[config.mk]
export PLATFORM = sky130hd
export DESIGN_NAME = eth_buffer_scheduler
export DESIGN_NICKNAME = d
export VERILOG_FILES = /design/src/rtl/eth_buffer_scheduler_pkg.sv /design/src/rtl/eth_buf_write_ptr.sv /design/src/rtl/eth_buffer_scheduler.sv
export SDC_FILE = /design/constraint.sdc
export NUM_CORES = 1
export LEC_CHECK = 0
export ABC_CLOCK_PERIOD_IN_PS = 2100
export CAP_MARGIN = 15
export CORE_MARGIN = 1
export CORE_UTILIZATION = 40
export CTS_CLUSTER_SIZE = 40
export DETAILED_ROUTE_END_ITERATION = 7
export HOLD_SLACK_MARGIN = 0.12
export PLACE_DENSITY = 0.62
export RECOVER_POWER = 50
export SLEW_MARGIN = 0
export SYNTH_ARGS = -nofsm -noshare
export SYNTH_HDL_FRONTEND = slang
export SYNTH_SLANG_ARGS = --single-unit
[constraint.sdc]
create_clock -name clk -period 2.1 [get_ports clk]
set_input_delay 0.21 -clock clk [delete_from_list [all_inputs] [get_ports clk]]
set_output_delay 0.21 -clock clk [all_outputs]
set_load 0.005 [all_outputs]
[src/rtl/eth_buffer_scheduler_pkg.sv]
// Shared constants for the two-bank Ethernet packet buffer scheduler:
// send-FSM state encoding and default packet geometry.
package eth_buffer_scheduler_pkg;

    typedef enum logic [1:0] {
        ST_IDLE      = 2'd0,
        ST_SEND_DATA = 2'd1,
        ST_SEND_ROM  = 2'd2
    } state_t;

    localparam int DEF_ETH_DATA_SIZE = 1280;
    localparam int DEF_HDR_OFFSET    = 50;
    localparam int DEF_ADDR_W        = 11;

endpackage

[src/rtl/eth_buf_write_ptr.sv]
// Camera-side write path: registers pixel writes into the active bank,
// advances the write pointer and counts pixels dropped when that bank is full.
module eth_buf_write_ptr
    import eth_buffer_scheduler_pkg::*;
#(
    parameter int ETH_DATA_SIZE = DEF_ETH_DATA_SIZE,
    parameter int HDR_OFFSET    = DEF_HDR_OFFSET,
    parameter int ADDR_W        = DEF_ADDR_W
) (
    input  logic              clk,
    input  logic              reset,
    input  logic              i_pix_valid,
    input  logic [7:0]        i_cam_data,
    input  logic              i_frame_done,
    input  logic [1:0]        i_full,
    output logic              o_ram_wr_en,
    output logic              o_ram_bank,
    output logic [ADDR_W-1:0] o_ram_addr,
    output logic [7:0]        o_ram_din,
    output logic              o_wb,
    output logic              o_full_set,
    output logic              o_overflow,
    output logic [15:0]       o_drop_cnt
);

    localparam logic [ADDR_W-1:0] P_FIRST = ADDR_W'(HDR_OFFSET);
    localparam logic [ADDR_W-1:0] P_LAST  = ADDR_W'(HDR_OFFSET + ETH_DATA_SIZE - 1);

    logic              r_wb;
    logic [ADDR_W-1:0] r_wptr;
    logic              r_wr_en;
    logic              r_bank;
    logic [ADDR_W-1:0] r_addr;
    logic [7:0]        r_din;
    logic              r_overflow;
    logic [15:0]       r_drop_cnt;

    logic w_accept;
    logic w_drop;
    logic w_last;

    // A pixel coinciding with frame_done belongs to the discarded line.
    assign w_accept = i_pix_valid && !i_frame_done && !i_full[r_wb];
    assign w_drop   = i_pix_valid && !i_frame_done &&  i_full[r_wb];
    assign w_last   = (r_wptr == P_LAST);

    // NOTE: every register here uses <= so all updates see pre-edge values.
    always_ff @(posedge clk) begin
        if (reset) begin
            r_wb       <= 1'b0;
            r_wptr     <= P_FIRST;
            r_wr_en    <= 1'b0;
            r_bank     <= 1'b0;
            r_addr     <= P_FIRST;
            r_din      <= 8'h00;
            r_overflow <= 1'b0;
            r_drop_cnt <= 16'h0000;
        end else begin
            r_wr_en <= w_accept;
            if (w_accept) begin
                r_bank <= r_wb;
                r_addr <= r_wptr;
                r_din  <= i_cam_data;
            end
            if (i_frame_done) begin
                r_wptr <= P_FIRST;
            end else if (w_accept) begin
                if (w_last) begin
                    r_wptr <= P_FIRST;
                    r_wb   <= ~r_wb;
                end else begin
                    r_wptr <= r_wptr + 1'b1;
                end
            end
            if (w_drop) begin
                r_overflow <= 1'b1;
                if (r_drop_cnt != 16'hFFFF) r_drop_cnt <= r_drop_cnt + 16'd1;
            end
        end
    end

    assign o_ram_wr_en = r_wr_en;
    assign o_ram_bank  = r_bank;
    assign o_ram_addr  = r_addr;
    assign o_ram_din   = r_din;
    assign o_wb        = r_wb;
    assign o_full_set  = w_accept && w_last;
    assign o_overflow  = r_overflow;
    assign o_drop_cnt  = r_drop_cnt;

endmodule

[src/rtl/eth_buffer_scheduler.sv]
// Two-bank ping-pong buffer between a camera and an Ethernet controller;
// the send FSM hands full banks (or an end-of-frame marker) to the controller.
module eth_buffer_scheduler
    import eth_buffer_scheduler_pkg::*;
#(
    parameter int ETH_DATA_SIZE = DEF_ETH_DATA_SIZE,
    parameter int HDR_OFFSET    = DEF_HDR_OFFSET,
    parameter int ADDR_W        = DEF_ADDR_W
) (
    input  logic              clk,
    input  logic              reset,
    input  logic              pix_valid,
    input  logic [7:0]        cam_data,
    input  logic              frame_done,
    input  logic              eth_finish,
    output logic              ram_wr_en,
    output logic              ram_bank,
    output logic [ADDR_W-1:0] ram_addr,
    output logic [7:0]        ram_din,
    output logic              eth_contr_reset,
    output logic              eth_start,
    output logic              send_bank,
    output logic              send_rom,
    output logic              overflow,
    output logic [15:0]       drop_cnt,
    output logic [1:0]        FSM_state
);

    state_t     r_state;
    state_t     w_next_state;
    logic [1:0] r_full;
    logic [1:0] w_full_next;
    logic       r_rb;
    logic       r_rom_pend;
    logic       r_start;
    logic       w_wb;
    logic       w_full_set;
    logic       w_data_done;
    logic       w_rom_done;

    eth_buf_write_ptr #(
        .ETH_DATA_SIZE (ETH_DATA_SIZE),
        .HDR_OFFSET    (HDR_OFFSET),
        .ADDR_W        (ADDR_W)
    ) u_write_ptr (
        .clk          (clk),
        .reset        (reset),
        .i_pix_valid  (pix_valid),
        .i_cam_data   (cam_data),
        .i_frame_done (frame_done),
        .i_full       (r_full),
        .o_ram_wr_en  (ram_wr_en),
        .o_ram_bank   (ram_bank),
        .o_ram_addr   (ram_addr),
        .o_ram_din    (ram_din),
        .o_wb         (w_wb),
        .o_full_set   (w_full_set),
        .o_overflow   (overflow),
        .o_drop_cnt   (drop_cnt)
    );

    assign w_data_done = (r_state == ST_SEND_DATA) && eth_finish;
    assign w_rom_done  = (r_state == ST_SEND_ROM)  && eth_finish;

    // Set and clear target different banks, so both apply in the same cycle.
    always_comb begin
        w_full_next = r_full;
        if (w_full_set)  w_full_next[w_wb] = 1'b1;
        if (w_data_done) w_full_next[r_rb] = 1'b0;
    end

    always_ff @(posedge clk) begin
        if (reset) begin
            r_state <= ST_IDLE;
            r_start <= 1'b0;
        end else begin
            r_state <= w_next_state;
            r_start <= (r_state == ST_IDLE) && (w_next_state != ST_IDLE);
        end
    end

    always_ff @(posedge clk) begin
        if (reset) begin
            r_full     <= 2'b00;
            r_rb       <= 1'b0;
            r_rom_pend <= 1'b0;
        end else begin
            r_full <= w_full_next;
            if (w_data_done) r_rb <= ~r_rb;
            if (frame_done)      r_rom_pend <= 1'b1;
            else if (w_rom_done) r_rom_pend <= 1'b0;
        end
    end

    // NOTE: default assignment first keeps this combinational block latch-free.
    always_comb begin
        w_next_state = ST_IDLE;
        case (r_state)
            ST_IDLE: begin
                if (r_full[r_rb])    w_next_state = ST_SEND_DATA;
                else if (r_rom_pend) w_next_state = ST_SEND_ROM;
                else                 w_next_state = ST_IDLE;
            end
            ST_SEND_DATA: w_next_state = eth_finish ? ST_IDLE : ST_SEND_DATA;
            ST_SEND_ROM:  w_next_state = eth_finish ? ST_IDLE : ST_SEND_ROM;
            default:      w_next_state = ST_IDLE;
        endcase
    end

    always_comb begin
        eth_contr_reset = 1'b1;
        send_rom        = 1'b0;
        case (r_state)
            ST_SEND_DATA: eth_contr_reset = 1'b0;
            ST_SEND_ROM: begin
                eth_contr_reset = 1'b0;
                send_rom        = 1'b1;
            end
            default: ;
        endcase
    end

    assign eth_start = r_start;
    assign send_bank = r_rb;
    assign FSM_state = r_state;

endmodule

# --- Yosys cells after proc, flatten, opt, wreduce, memory -nomap -nowiden ---
# Cells that the tools add are included.
word_totals:
  output_inout_bits: 44
  wordCells: 67
  inputBits: 13
  reg_bits: 57
classes:
  n_mux: 20
  bitwise: 6
  eq_ne: 4
  add_sub_neg: 2
  n_lt_le_gt_ge: 4
  n_reduce_logical: 18
ops:
  columns: ["op", "count"]
  rows:
  - ["adder 16 x 1 -> 16 bit, second input constant", 1]
  - ["inequality test 16 bit, second input constant", 1]
  - ["adder 11 x 1 -> 11 bit, second input constant", 1]
  - ["== test 11 bit, second input constant", 1]
  - ["2-to-1 mux 1 bit", 11]
  - ["2-to-1 mux 11 bit", 1]
  - ["2-to-1 mux 2 bit", 5]
  - ["logical AND 1 bit", 9]
  - ["case mux 2 bit (3 select lines)", 1]
  - ["< comparator 1 x 2 -> 1 bit, second input constant", 2]
  - ["nonzero test 2 bit", 2]
  - ["OR reduction 2 bit", 2]
  - ["NOT 1 bit", 3]
  - ["AND reduction 3 bit", 1]
  - ["AND 2 bit", 1]
  - ["demux 1 bit (select 1 bit)", 2]
  - ["== test 2 x 1 -> 1 bit, second input constant", 1]
  - ["== test 2 bit, second input constant", 1]
  - ["greater-or-equal comparator 1 bit, second input constant", 2]
  - ["logical NOT 1 bit", 2]
  - ["logical NOT 2 bit", 1]
  - ["NOT 2 bit", 1]
  - ["OR 2 bit", 1]
  - ["AND reduction 2 bit", 1]

# --- Depth between registers and ports, before layout ---
logic_depth:
  depth_word: 8
  ltp_mapped: 7
  depth_no_buf: 6

# --- Hierarchy ---
# Synthesis repeated with hierarchy kept, for this count alone.
unflattened:
  cells_unflattened: 298
  area_unflattened_um2: 2636.3
modules_own_cells:
  columns: ["mod", "cells_per_inst", "n_inst", "area_each_um2"]
  rows:
  - ["eth_buf_write_ptr", 262, 1, 2306.0]
  - ["eth_buffer_scheduler", 36, 1, 330.3]

# --- Worst setup path after synthesis ---
# Ideal clock, no wire load.
synth_path:
  path_type: "reg2reg"
  from: "register u_write_ptr.r_wptr[3]"
  to: "register r_full[0]"
  path_buffers: 0
  setup_time_ns: 0.079
  arrival_ns: 1.838
  synth_period_minus_slack_ns: 1.917
  setup_slack_ns: 0.183
  stages_incl_launch_ff: 5
  path_cell_list: "dfxtp_1 -> or4b_1 -> or4_4 -> or3_1 -> a211oi_2"
synth_via:
  elab_chain_cells: 5
synth_rtl:
  columns: ["element", "line_no", "source"]
  rows:
  - ["from (decl)", "eth_buf_write_ptr.sv:30", "logic [ADDR_W-1:0] r_wptr;"]
  - ["from (signal assigned)", "eth_buf_write_ptr.sv:72", "r_wptr <= r_wptr + 1'b1;"]
  - ["== test 11 bit (*)", "eth_buf_write_ptr.sv:45", "assign w_last = (r_wptr == P_LAST);"]
  - ["logical AND 1 bit (*)", "eth_buf_write_ptr.sv:87", "assign o_full_set = w_accept && w_last;"]
  - ["2-to-1 mux 2 bit (*)", "eth_buffer_scheduler.sv:68", "if (w_full_set) w_full_next[w_wb] = 1'b1;"]
  - ["AND 2 bit (no line)", null, null]
  - ["2-to-1 mux 2 bit (*)", "eth_buffer_scheduler.sv:69", "if (w_data_done) w_full_next[r_rb] = 1'b0;"]
  - ["to (signal assigned)", "eth_buffer_scheduler.sv:88", "r_full <= w_full_next;"]
  - ["to (decl)", "eth_buffer_scheduler.sv:31", "logic [1:0] r_full;"]
# Mark *: on every way between the ends. The rest lies on a longest branch, timed or not.
# A chain may end at the register's enable or synchronous reset.

# --- Worst setup path after layout ---
layout_path:
  from: "register u_write_ptr.r_wptr[6]"
  to: "register r_full[0]"
# Same word-level chain as after synthesis.

==> flow_metrics.env <==
export IMPL_utilization_pct=57.9
export IMPL_maxCapViolCount=0
export IMPL_postRouteAntennaNets=0
export IMPL_routabilityCongestion=0.794
export IMPL_grt_max_degree=30
export IMPL_critPathBufInv=0
export IMPL_max_freq_mhz=500
export IMPL_layout_commonest_cell="dfxtp_1"
export IMPL_finalHoldViolCount=0
export IMPL_post_route_min_period_ns=2.00
export IMPL_syn_area_sq_um=2570
export IMPL_hold_class="in -> reg"
export IMPL_totalWireLength_um=6060
export IMPL_dieHeight_um=82.2
export IMPL_final_nets=399
export IMPL_min_period_over_period_pct=95.2
export IMPL_setup_slack_ns=0.101
export IMPL_power_density_nw_per_um2=656
export IMPL_syn_area_per_cell_sq_um=8.44
export IMPL_portBuffers=56
export IMPL_place_area_sq_um=3290
export IMPL_vdd_drop_max_uv=401
export IMPL_dr_first_iter_drc_count=100
export IMPL_end_kind="flip-flop"
export IMPL_clock_latency_ns=0.33
export IMPL_syn_num_nets=325
export IMPL_clkTransAtPathRegs_ns=0.06
export IMPL_drc=0
export IMPL_p_leak_nw=1.34
export IMPL_firstDrtPassIters=4
export IMPL_crit_slowest_cell="or4b_1"
export IMPL_fill_cells=561
export IMPL_crit_chain="or4b_1 -> or4_4 -> or3_4 -> a211oi_2"
export IMPL_async_reset_ff_share_pct=0
export IMPL_worstSetupPathType="reg -> reg"
export IMPL_crit_path_max_incr_delay_ns=0.51
export IMPL_layout_drive_gt1_share_pct=10.7
export IMPL_path_delay_family="simple AND/OR/NAND/NOR gates"
export IMPL_grt_overflow=0
export IMPL_relSlewSlack_pct=55.3
export IMPL_tritoncts="built"
export IMPL_hpwl_um=4310
export IMPL_area_growth_pct=36.4
export IMPL_clock_root_buffer="clkbuf_8"
export IMPL_p_total_mw=2.30
export IMPL_crit_fanout=5
export IMPL_grt_pass1_wl_um=10200
export IMPL_diodes=0
export IMPL_cts_buffer_depth=2
export IMPL_tightest_slew_ns=0.664
export IMPL_synth_cell_type_count=45
export IMPL_startpoint_type="flip-flop"
export IMPL_start_util_pct=42.5
export IMPL_cp_arrival_ns=2.25
export IMPL_timing_hold_ws_ns=0.432
export IMPL_startpoint="u_write_ptr.r_wptr[6]"
export IMPL_die_area_sq_um=6760
export IMPL_antenna_found_initial=0
export IMPL_rsz0062_at_grt="false"
export IMPL_drv_slew=0
export IMPL_die_w_um=82.2
export IMPL_design_area_sq_um=3510
export IMPL_synth_seq_cells=57
export IMPL_place_ws_ns=-0.0667
export IMPL_ios=57
export IMPL_vias_per_cell=5.26
export IMPL_grt_pass1_vias=2264
export IMPL_critPathRequiredTime_ns=2.35
export IMPL_synth_ff_type="dfxtp_1"
export IMPL_min_from="cam_data[4]"
export IMPL_grt_use_total_pct=19.9
export IMPL_yosysSeqAreaShare_pct=44.3
export IMPL_cts_hold_buffers=0
export IMPL_cts_sinks=57
export IMPL_cts_buffers=9
export IMPL_status="completed"
export IMPL_num_rows=28
export IMPL_htreeDepth=3
export IMPL_synth_edf_count=0
export IMPL_syn_inst=305
export IMPL_post_drt_wl_per_cell_um=13.2
export IMPL_finalSetupViolCount=0
export IMPL_ys_warn_count=0
export IMPL_vias=2413
export IMPL_core_sq_um=6060
export IMPL_layout_common_cells="57 x dfxtp_1, 49 x nand2_1, 42 x dlygate4sd3_1"
export IMPL_finClkSkew_ns=0.00706
export IMPL_r2r_start="u_write_ptr.r_wptr[6]"
-- final timing paths --
path	endpoint	slack (ns)	cells after the start
worst max-delay path	r_full[0]	0.10	4
worst min-delay path	u_write_ptr.o_ram_din[4]	0.43	3
worst max register to register	r_full[0]	0.10	4
worst min register to register	u_write_ptr.o_ram_din[5]	0.45	2
-- cells in the mapped netlist (4+ instances only) --
| library cell | count | share of area [%] |
|---|---|---|
| a21oi_1 | 35 | 6.8 |
| clkbuf_1 | 8 | 1.2 |
| dfxtp_1 | 57 | 44 |
| ha_1 | 7 | 3.4 |
| inv_1 | 13 | 1.9 |
| mux2_2 | 5 | 2.2 |
| nand2_1 | 49 | 7.1 |
| nand3_1 | 14 | 2.7 |
| nand4_1 | 9 | 2.2 |
| nor2_1 | 25 | 3.6 |
| nor2b_1 | 5 | 1.2 |
| o21ai_0 | 8 | 1.6 |
| o31ai_1 | 7 | 2.0 |
| o41ai_1 | 5 | 1.7 |
| or3_1 | 4 | 0.97 |
| or4_1 | 6 | 1.7 |
| xor2_1 | 6 | 2.0 |
-- repair_timing --
item                       CTS  global route
resized for setup            0             1
setup buffers                0             2
hold endpoints to repair     0             0
setup endpoints to repair    0             2
-- layout make-up --
class                   count  area [sq um]  share of cell area (%)
repair buffers             75           692                    19.7
flip-flops and latches     57          1140                    32.5
clock inverters             2          35.0                   0.998
well taps                  75          93.8                    2.67
inverters                  13          48.8                    1.39
multi-input cells         223          1330                    37.8
clock buffers              14           173                    4.92
-- per-layer routing --
layer | global-route usage, % | up-vias | part of all wire [%]
met2 | 30.6 | 58 | 43
met1 | 26.4 | 1107 | 50
li1 | - | 1241 | -
met5 | 0 | - | 0
met4 | 8.77 | 0 | 1.2
met3 | 4.51 | 7 | 5.6
-- tightest hold or removal path: stages --
cell             delay, ns
clkdlybuf4s50_1       0.40
nand2_1               0.06
a21oi_1               0.05
-- kinds of logic (layout without fill, tap and decap cells) --
logic type	count (synthesis)	after routing	synth area share [%]
AOI/OAI and AO/OA	68	68	16.4
muxes	8	8	3.35
xor gates and xnor gates	7	7	2.38
buffers and inverters	25	104	4.28
and+or+nand+nor	133	133	25.9
DFF	57	57	44.3
adders and majority gates	7	7	3.40
-- flip-flops by register name, indices dropped and copies added (netlist names) --
register / flops
send_bank: 1
u_write_ptr.o_ram_wr_en: 1
u_write_ptr.o_overflow: 1
r_full: 2
u_write_ptr.o_ram_bank: 1
eth_start: 1
u_write_ptr.o_drop_cnt: 16
r_rom_pend: 1
FSM_state: 2
u_write_ptr.o_ram_addr: 11
u_write_ptr.o_ram_din: 8
u_write_ptr.o_wb: 1
u_write_ptr.r_wptr: 11
-- through the flow --
| step | std cells | setup TNS, ns |
|---|---|---|
| 6_report | 459 | 0 |
| 3_5_place_dp | 441 | -0.171 |
| 4_1_cts | 457 | 0 |
| 5_1_grt | 459 | 0 |
| 2_1_floorplan | 305 | 0 |
| 3_3_place_gp | 441 | -0.0122 |
-- report_power, final --
part / switching (mW) / leakage, nW / internal, mW / total [mW]
combinational: 0.0703 / 0.770 / 0.0694 / 0.140
clock: 0.413 / 0.107 / 0.644 / 1.06
sequential: 0.00755 / 0.461 / 1.10 / 1.11
Power figures use the tool's default switching activity.
